<file path="src/rtl/sed_ctrl_pkg.sv">
// Shared types and default constants for the SED scan controller.
package sed_ctrl_pkg;

   typedef enum logic [2:0] {
      IDLE,
      SETUP,
      START,
      RUN,
      CAPTURE,
      GAP
   } state_t;

   localparam int unsigned DEF_INTERVAL_CYCLES = 1024;
   localparam int unsigned DEF_SETUP_CYCLES    = 4;
   localparam int unsigned DEF_TIMEOUT_CYCLES  = 2097152;
   localparam int unsigned DEF_CNT_W           = 8;

   // Longest configuration-CRC scan of any supported device, in clkout cycles.
   localparam int unsigned MAX_SCAN_LEN = 1887748;

   // Width of the scan-duration / timeout counter.
   localparam int unsigned DUR_W = 24;

endpackage

</file>
<file path="src/rtl/sed_sat_cnt.sv">
// Saturating up-counter with synchronous clear; clear and increment together yield 1.
module sed_sat_cnt #(
   parameter int unsigned W = 8
) (
   input  logic         clkout,
   input  logic         reset,
   input  logic         inc,
   input  logic         clr,
   output logic [W-1:0] count
);

   always_ff @(posedge clkout or posedge reset) begin
      if (reset) begin
         count <= '0;
      end else if (clr) begin
         count <= inc ? W'(1) : '0;
      end else if (inc && (count != '1)) begin
         count <= count + W'(1);
      end
   end

endmodule

</file>
<file path="src/rtl/sed_scan_ctrl.sv">
// SED primitive initiator: one-shot/periodic CRC scans, sticky error/timeout status, saturating counters.
// Optional SED_DURATION_EN adds last_scan_cycles; all outputs are registered.
module sed_scan_ctrl
   import sed_ctrl_pkg::*;
#(
   parameter int unsigned INTERVAL_CYCLES = DEF_INTERVAL_CYCLES,
   parameter int unsigned SETUP_CYCLES    = DEF_SETUP_CYCLES,
   parameter int unsigned TIMEOUT_CYCLES  = DEF_TIMEOUT_CYCLES,
   parameter int unsigned CNT_W           = DEF_CNT_W
) (
   input  logic             clkout,
   input  logic             reset,
   input  logic             run_en,
   input  logic             single_req,
   input  logic             inject_req,
   input  logic             err_clr,
   output logic             sed_enable,
   output logic             sed_start,
   output logic             sed_frcerr,
   input  logic             sed_done,
   input  logic             sed_inprog,
   input  logic             sed_err,
   output logic             busy,
   output logic             scan_done,
   output logic             err_flag,
   output logic             timeout_flag,
   output logic [CNT_W-1:0] err_count,
   output logic [CNT_W-1:0] scan_count
`ifdef SED_DURATION_EN
   ,
   output logic [DUR_W-1:0] last_scan_cycles
`endif
);

   localparam logic [31:0]      SETUP_LAST = SETUP_CYCLES - 1;
   localparam logic [31:0]      GAP_LAST   = INTERVAL_CYCLES - 1;
   localparam logic [DUR_W-1:0] TO_LAST    = DUR_W'(TIMEOUT_CYCLES - 1);

   state_t           state;
   state_t           next_state;
   logic [31:0]      cnt;
   logic [DUR_W-1:0] tcnt;
   logic             oneshot;
   logic             inject_pend;
   logic             frc_hold;

   logic             done_hit;
   logic             timeout_hit;
   logic             fire;
   logic             en_nx;
   logic             start_nx;
   logic             frc_nx;
   logic             busy_nx;
   logic             cap;
   logic             cap_err;

   always_ff @(posedge clkout or posedge reset) begin
      if (reset) begin
         state <= IDLE;
      end else begin
         state <= next_state;
      end
   end

   always_comb begin
      next_state  = state;
      done_hit    = 1'b0;
      timeout_hit = 1'b0;
      case (state)
         IDLE: begin
            if (run_en || single_req) next_state = SETUP;
         end
         SETUP: begin
            if (cnt == SETUP_LAST) next_state = START;
         end
         START: begin
            if (sed_done) begin
               next_state = CAPTURE;
               done_hit   = 1'b1;
            end else if (tcnt == TO_LAST) begin
               next_state  = GAP;
               timeout_hit = 1'b1;
            end else if (sed_inprog) begin
               next_state = RUN;
            end
         end
         RUN: begin
            if (sed_done) begin
               next_state = CAPTURE;
               done_hit   = 1'b1;
            end else if (tcnt == TO_LAST) begin
               next_state  = GAP;
               timeout_hit = 1'b1;
            end
         end
         CAPTURE: begin
            next_state = GAP;
         end
         GAP: begin
            if (cnt == GAP_LAST) next_state = (run_en && !oneshot) ? SETUP : IDLE;
         end
         default: begin
            next_state = IDLE;
         end
      endcase

      // Outputs are registered from the next state, so they track the state with no extra lag.
      en_nx    = (next_state == SETUP) || (next_state == START) ||
                 (next_state == RUN)   || (next_state == CAPTURE);
      start_nx = (next_state == START) || (next_state == RUN);
      busy_nx  = (next_state != IDLE);
      fire     = (inject_pend || inject_req) && (next_state == RUN) && !sed_frcerr;
      frc_nx   = (next_state == RUN) && (fire || frc_hold);
      cap      = (state == CAPTURE);
      cap_err  = cap && sed_err;
   end

   always_ff @(posedge clkout or posedge reset) begin
      if (reset) begin
         cnt          <= '0;
         tcnt         <= '0;
         oneshot      <= 1'b0;
         inject_pend  <= 1'b0;
         frc_hold     <= 1'b0;
         sed_enable   <= 1'b0;
         sed_start    <= 1'b0;
         sed_frcerr   <= 1'b0;
         busy         <= 1'b0;
         scan_done    <= 1'b0;
         err_flag     <= 1'b0;
         timeout_flag <= 1'b0;
      end else begin
         cnt  <= (next_state != state) ? '0 : cnt + 32'd1;
         tcnt <= ((state == START) || (state == RUN)) ? tcnt + DUR_W'(1) : '0;

         if ((state == IDLE) && (next_state == SETUP)) oneshot <= ~run_en;

         if (fire)            inject_pend <= 1'b0;
         else if (inject_req) inject_pend <= 1'b1;
         frc_hold <= fire;

         sed_enable <= en_nx;
         sed_start  <= start_nx;
         sed_frcerr <= frc_nx;
         busy       <= busy_nx;
         scan_done  <= done_hit || timeout_hit;

         // A capture that sees an error takes priority over a same-cycle clear.
         if (cap_err)      err_flag <= 1'b1;
         else if (err_clr) err_flag <= 1'b0;

         if (timeout_hit)  timeout_flag <= 1'b1;
         else if (err_clr) timeout_flag <= 1'b0;
      end
   end

`ifdef SED_DURATION_EN
   always_ff @(posedge clkout or posedge reset) begin
      if (reset) begin
         last_scan_cycles <= '0;
      end else if (done_hit) begin
         last_scan_cycles <= tcnt;
      end else if (timeout_hit) begin
         last_scan_cycles <= '1;
      end
   end
`endif

   sed_sat_cnt #(.W(CNT_W)) u_err_cnt (
      .clkout (clkout),
      .reset  (reset),
      .inc    (cap_err),
      .clr    (err_clr),
      .count  (err_count)
   );

   sed_sat_cnt #(.W(CNT_W)) u_scan_cnt (
      .clkout (clkout),
      .reset  (reset),
      .inc    (cap),
      .clr    (1'b0),
      .count  (scan_count)
   );

endmodule

</file>
<file path="config.mk">
export PLATFORM = sky130hd
export DESIGN_NAME = sed_scan_ctrl
export DESIGN_NICKNAME = d
export VERILOG_FILES = /design/src/rtl/sed_ctrl_pkg.sv /design/src/rtl/sed_sat_cnt.sv /design/src/rtl/sed_scan_ctrl.sv
export SDC_FILE = /design/constraint.sdc
export NUM_CORES = 1
export LEC_CHECK = 0
export CAP_MARGIN = 0
export CORE_ASPECT_RATIO = 1.5
export CORE_MARGIN = 3
export CORE_UTILIZATION = 45
export CTS_BUF_LIST = sky130_fd_sc_hd__clkbuf_4
export DETAILED_ROUTE_END_ITERATION = 6
export PLACE_DENSITY_LB_ADDON = 0.3
export SYNTH_ARGS = -nofsm -noshare
export SYNTH_HDL_FRONTEND = slang
export SYNTH_SLANG_ARGS = --single-unit
</file>
<file path="constraint.sdc">
create_clock -name clkout -period 3.29 [get_ports clkout]
set_input_delay 0.658 -clock clkout [delete_from_list [all_inputs] [get_ports clkout]]
set_output_delay 0.658 -clock clkout [all_outputs]
set_load 0.03 [all_outputs]
</file>
==> impl_metrics.tcl, run 1 <==
set metrics [dict create \
    diodes 0 \
    cts_buffers 9 \
    worstSkewPairLatency_ns 0.45 \
    setup.worst_path.end_class "flop" \
    synthTopCellsByArea "dfrtp_1 (52%), xor2_1 (8.1%), nor2_1 (7.3%)" \
    grt_usage_pct 16.4 \
    num_io_pins 32 \
    max_stage_delay_ns 0.65 \
    cellLeakagePower_nw 1.99 \
    first_global_vias 2961 \
    drc 0 \
    wire_per_inst_um 14.2 \
    cts_tree "done" \
    synth-edff-count 0 \
    path_max_fanout 18 \
    yosysTopAreaCell "dfrtp_1" \
    power.density_nw_per_um2 436 \
    drive_gt1_share_pct 8.19 \
    power_mw 2.04 \
    r2r_setup_slack_ns 0.72 \
    avgSynthCellArea_sq_um 9.92 \
    fmax_mhz 389 \
    period_share_pct 78.2 \
    gp_congestion 0.797 \
    drt_iter0_drc 130 \
    via_count 3000 \
    crit_chain "ha_1, and3_2, nand4_4, or4_4, a31oi_4, a21o_2, nor2_1" \
    portBuffers 31 \
    overflow 0 \
    cts_setup_buffers 0 \
    synth_seq_cells 85 \
    hold_violations 0 \
    grt_max_degree 50 \
    avgViaCountPerCell 5.34 \
    dp_slack_ns 0.619 \
    worst_slack_ns 0.717 \
    start_util_pct 46.2 \
    dieArea_sq_um 10300 \
    ys.warnings.count 0 \
    synth_flop_cell "dfrtp_1" \
    netlist_instances 414 \
    multiInputGateArea_sq_um 1880 \
    slew_headroom_pct 53.0 \
    fp.coreArea_sq_um 8880 \
    ys_async_sr_fraction_pct 100 \
    worstMarginPinSlew_ns 0.699 \
    dp_cells 546 \
    antenna_found_initial 0 \
    ant_nets 0 \
    ys_types 54 \
    cts_sinks 85 \
    holdWs_ns 0.499 \
    path_clk_slew_ns 0.12 \
    chipWidth_um 84.0 \
    synth_nets 427 \
    fill_cells 787 \
    final_nets 460 \
    seqCellArea_sq_um 2130 \
    max_cap_violations 0 \
    rsz0062_at_grt "false" \
    drv_slew 0 \
    start_kind "flop" \
    netlist_area_sq_um 4110 \
    fin_cells 562 \
    cp.arrival_ns 2.91 \
    critPathRequiredTime_ns 3.63 \
    die_h_um 123 \
    fin_setup_tns_ns 0 \
    cts_hold_buf 0 \
    finalWirelength_mm 8.00 \
    ir_worst_vdd_mv 0.282 \
    critPathSlowestCell "or4_4" \
    final-setup-viol-count 0 \
    period_needed_ns 2.57 \
    rows 42 \
    synth_top_area_share_pct 51.8 \
    grt_pass1_wl_mm 13.5 \
    htree_levels 3 \
    place_hpwl_mm 5.67 \
    hold_path_class "flop to flop" \
    cts_root_buf "clkbuf_4" \
    ys_seq_area_share_pct 51.8 \
    cts_buffer_depth 2 \
    path_class "flop to flop" \
    drt_first_pass_iters 4 \
    outcome "finished, final reports clean" \
    worst_clock_skew_ns 0.0157 \
    cts_resized 0 \
    syn_to_final_growth_pct 14.1 \
]
## sequential cells by signal, summed over array words and instances, names as in the netlist
register	flops
sed_enable	1
tcnt	24
sed_start	1
inject_pend	1
busy	1
scan_done	1
state	3
err_flag	1
sed_frcerr	1
cnt	32
u_scan_cnt.count	8
frc_hold	1
u_err_cnt.count	8
oneshot	1
timeout_flag	1
## metrics by stage
stage / area (sq um) / util, %
after global routing: 4680 / 52.7
final: 4680 / 52.7
after global placement: 4530 / 51.0
after floorplan: 4110 / -
after detailed placement: 4530 / 51.0
after CTS: 4680 / 52.7
## area by class of cell
type	instances	area share [%]
Inverter	9	0.748
Clock buffer	10	1.60
Tap cell	110	2.94
Sequential cell	85	45.4
Timing Repair Buffer	34	7.38
Multi-Input combinational cell	308	40.2
Clock inverter	6	1.66
## power by group
group | total [mW] | leakage (nW) | switching (mW) | internal, mW
registers | 1.19 | 1.13 | 0.0785 | 1.11
logic | 0.196 | 0.776 | 0.109 | 0.0874
clock network | 0.656 | 0.0852 | 0.346 | 0.310
total | 2.04 | 1.99 | 0.534 | 1.51
## routing by layer
layer	vias up	GRT usage, %	share of wire, %
met3	17	4.13	3.7
li1	1485	-	-
met5	-	0	0
met2	40	28.5	52
met4	0	7.95	2.7
met1	1458	18.9	41
## kinds of logic after synthesis
family / synth area share [%]
fa+ha+maj: 1.22
simple gates: 25.6
xor+xnor: 12.6
compound gates: 5.94
buf+inv: 2.29
flops: 51.8
mux: 0.518
## synth_stat cells (all sizes together), types with 3 or more instances
master / instances
and4: 9
nand3: 31
nand2: 31
nor2: 80
nor3: 11
buf: 4
xnor2: 21
or4: 3
xor2: 38
clkbuf: 8
or2: 3
o31ai: 3
ha: 4
o21ai: 6
nor4: 6
dfrtp: 85
a21oi: 11
or3: 6
and3: 10
inv: 9
nand4: 13
## worst max-delay path: cells and delay by family, from the launching register on
family	cells	cell delay [ns]
AND/OR/NAND/NOR	4	1.14
flip-flops	1	0.41
adder cells (fa/ha/maj)	1	0.19
AO/OA/AOI/OAI	2	0.74
## final timing paths
check / from / end / cells past startpoint
setup / recovery: tcnt[0] / cnt[10] / 7
hold / removal: tcnt[0] / tcnt[0] / 1
setup reg to reg: tcnt[0] / cnt[10] / 7
hold reg to reg: tcnt[0] / tcnt[0] / 1
max in group asynchronous: reset / tcnt[13] / 3
min in group asynchronous: reset / cnt[7] / 2
## layout by cell type (no fill, tap or decap), types with 2 or more instances in the layout
cell type,n
nor4_1,6
or3_2,2
inv_1,8
nor2_1,80
or4_1,2
buf_4,2
or3_1,4
clkbuf_4,10
a21oi_1,11
o21bai_1,2
and4_2,2
xnor2_1,21
clkinv_1,2
xor2_1,38
nand3_1,31
bufinv_16,2
clkdlybuf4s50_1,31
nand2_1,31
nand4_1,12
or2_2,3
clkinv_2,3
ha_1,4
o21ai_0,5
dfrtp_1,85
and3_1,9
and4_1,6
nor3_1,10
No activity file was read; power rests on OpenSTA's default activity.
==> run 2, diff against run 1 <==
clock period = 2.17 ns   (was 3.29 ns; I/O delays follow)
==> impl_metrics.tcl, run 2 (synthesis gave the netlist of run 1 again) <==
set metrics [dict create \
    outcome "finished, final reports clean" \
    reg2reg_from "tcnt[1]" \
    die_h_um 123 \
    drt_iter0_drc 121 \
    worstSkewPairLatency_ns 0.44 \
    critPathRequiredTime_ns 2.50 \
    setup.worst_path.end_class "flop" \
    dp_slack_ns -0.0840 \
    period_needed_ns 2.10 \
    holdWs_ns 0.337 \
    syn_to_final_growth_pct 18.4 \
    place_hpwl_mm 6.04 \
    drt_first_pass_iters 4 \
    htree_levels 3 \
    crit_start "tcnt[1]" \
    drive_gt1_share_pct 13.5 \
    power_mw 2.94 \
    hold_violations 0 \
    cts_buffer_depth 2 \
    cts_buffers 9 \
    rsz0062_at_grt "true" \
    critPathSlowestCell "or4_4" \
    reg_top3 "cnt x32, tcnt x24" \
    grt_max_degree 41 \
    cp.arrival_ns 2.43 \
    grt_pass1_wl_mm 14.3 \
    cp_top_family "simple AND/OR/NAND/NOR gates" \
    regMostFlops "cnt" \
    cellLeakagePower_nw 2.08 \
    start_util_pct 46.2 \
    max_cap_violations 0 \
    antenna_found_initial 0 \
    fin_cells 583 \
    slew_headroom_pct 69.6 \
    chipWidth_um 84.0 \
    dieArea_sq_um 10300 \
    final_nets 481 \
    power.density_nw_per_um2 604 \
    avgViaCountPerCell 5.34 \
    mostFrequentLayoutCells "dfrtp_1 (85), nor2_1 (80), xor2_1 (38)" \
    fin_setup_tns_ns 0 \
    max_stage_delay_ns 0.50 \
    cts_sinks 85 \
    finalWirelength_mm 8.28 \
    critical_path.n_buffers_inverters 0 \
    period_share_pct 96.8 \
    hold_path_class "primary input to asynchronous set/reset pin" \
    first_global_vias 3146 \
    finalInstanceArea_sq_um 4860 \
    diodes 0 \
    drv_slew 0 \
    fmax_mhz 476 \
    path_clk_slew_ns 0.12 \
    overflow 0 \
    num_io_pins 32 \
    final-setup-viol-count 0 \
    gp_congestion 0.808 \
    largest_reg_flops 32 \
    dp_cells 566 \
    path_max_fanout 7 \
    wire_per_inst_um 14.2 \
    ant_nets 0 \
    portBuffers 31 \
    drc 0 \
    worst_clock_skew_ns 0.0147 \
    final_common_cell "dfrtp_1" \
    path_class "flop to flop" \
    fp.coreArea_sq_um 8880 \
    grt_usage_pct 17.5 \
    via_count 3115 \
    rows 42 \
    ir_worst_vdd_mv 0.414 \
    worst_slack_ns 0.0697 \
    cts_root_buf "clkbuf_4" \
    start_kind "flop" \
    placed_area_sq_um 4710 \
    cts_tree "done" \
    worstMarginPinSlew_ns 0.451 \
    fin_util_pct 54.7 \
    crit_chain "ha_2, and3_4, nand4_4, or4_4, o31ai_4, o31ai_2, o22a_1" \
]
==> run 2: timing repair <==
action | 4_1_cts | 5_1_grt
hold buffers | 0 | 0
endpoints found under the setup margin | 0 | 4
resized for setup | 0 | 5
setup buffers | 0 | 1
==> run 2: worst paths after layout <==
path / end / slack [ns] / cells past startpoint
setup / recovery: inject_pend / 0.07 / 7
hold / removal: u_err_cnt.count[1] / 0.34 / 2
setup reg to reg: inject_pend / 0.07 / 7
hold reg to reg: cnt[0] / 0.50 / 1
max in group asynchronous: inject_pend / 1.29 / 3
min in group clkout: cnt[0] / 0.50 / 1
==> run 2: final cells by class <==
cell class / count / area [sq um]
fillers: 794 / 4020
flip-flops and latches: 85 / 2130
multi-input cells: 308 / 1920
repair buffers: 55 / 528
well taps: 110 / 138
clock buffers: 13 / 97.6
inverters: 9 / 37.5
clock inverters: 3 / 12.5
==> run 2: report_power, final <==
| part | total [mW] | internal, mW | switching (mW) |
|---|---|---|---|
| registers | 1.80 | 1.68 | 0.115 |
| clock network | 0.787 | 0.280 | 0.507 |
| logic | 0.349 | 0.158 | 0.191 |
==> run 2: worst reg2reg max path, stage by stage (launching register included) <==
cell and delay (ns):
dfrtp_1 0.39, ha_2 0.20, and3_4 0.23, nand4_4 0.10, or4_4 0.51, o31ai_4 0.27, o31ai_2 0.13, o22a_1 0.18
==> run 2: per-layer routing <==
layer | vias to the layer above | wire length (um) | global-route usage, %
met5 | - | 0 | 0
met4 | 0 | 194 | 8.55
met3 | 16 | 246 | 4.80
met2 | 37 | 4460 | 31.1
met1 | 1533 | 3380 | 19.2
li1 | 1529 | - | -
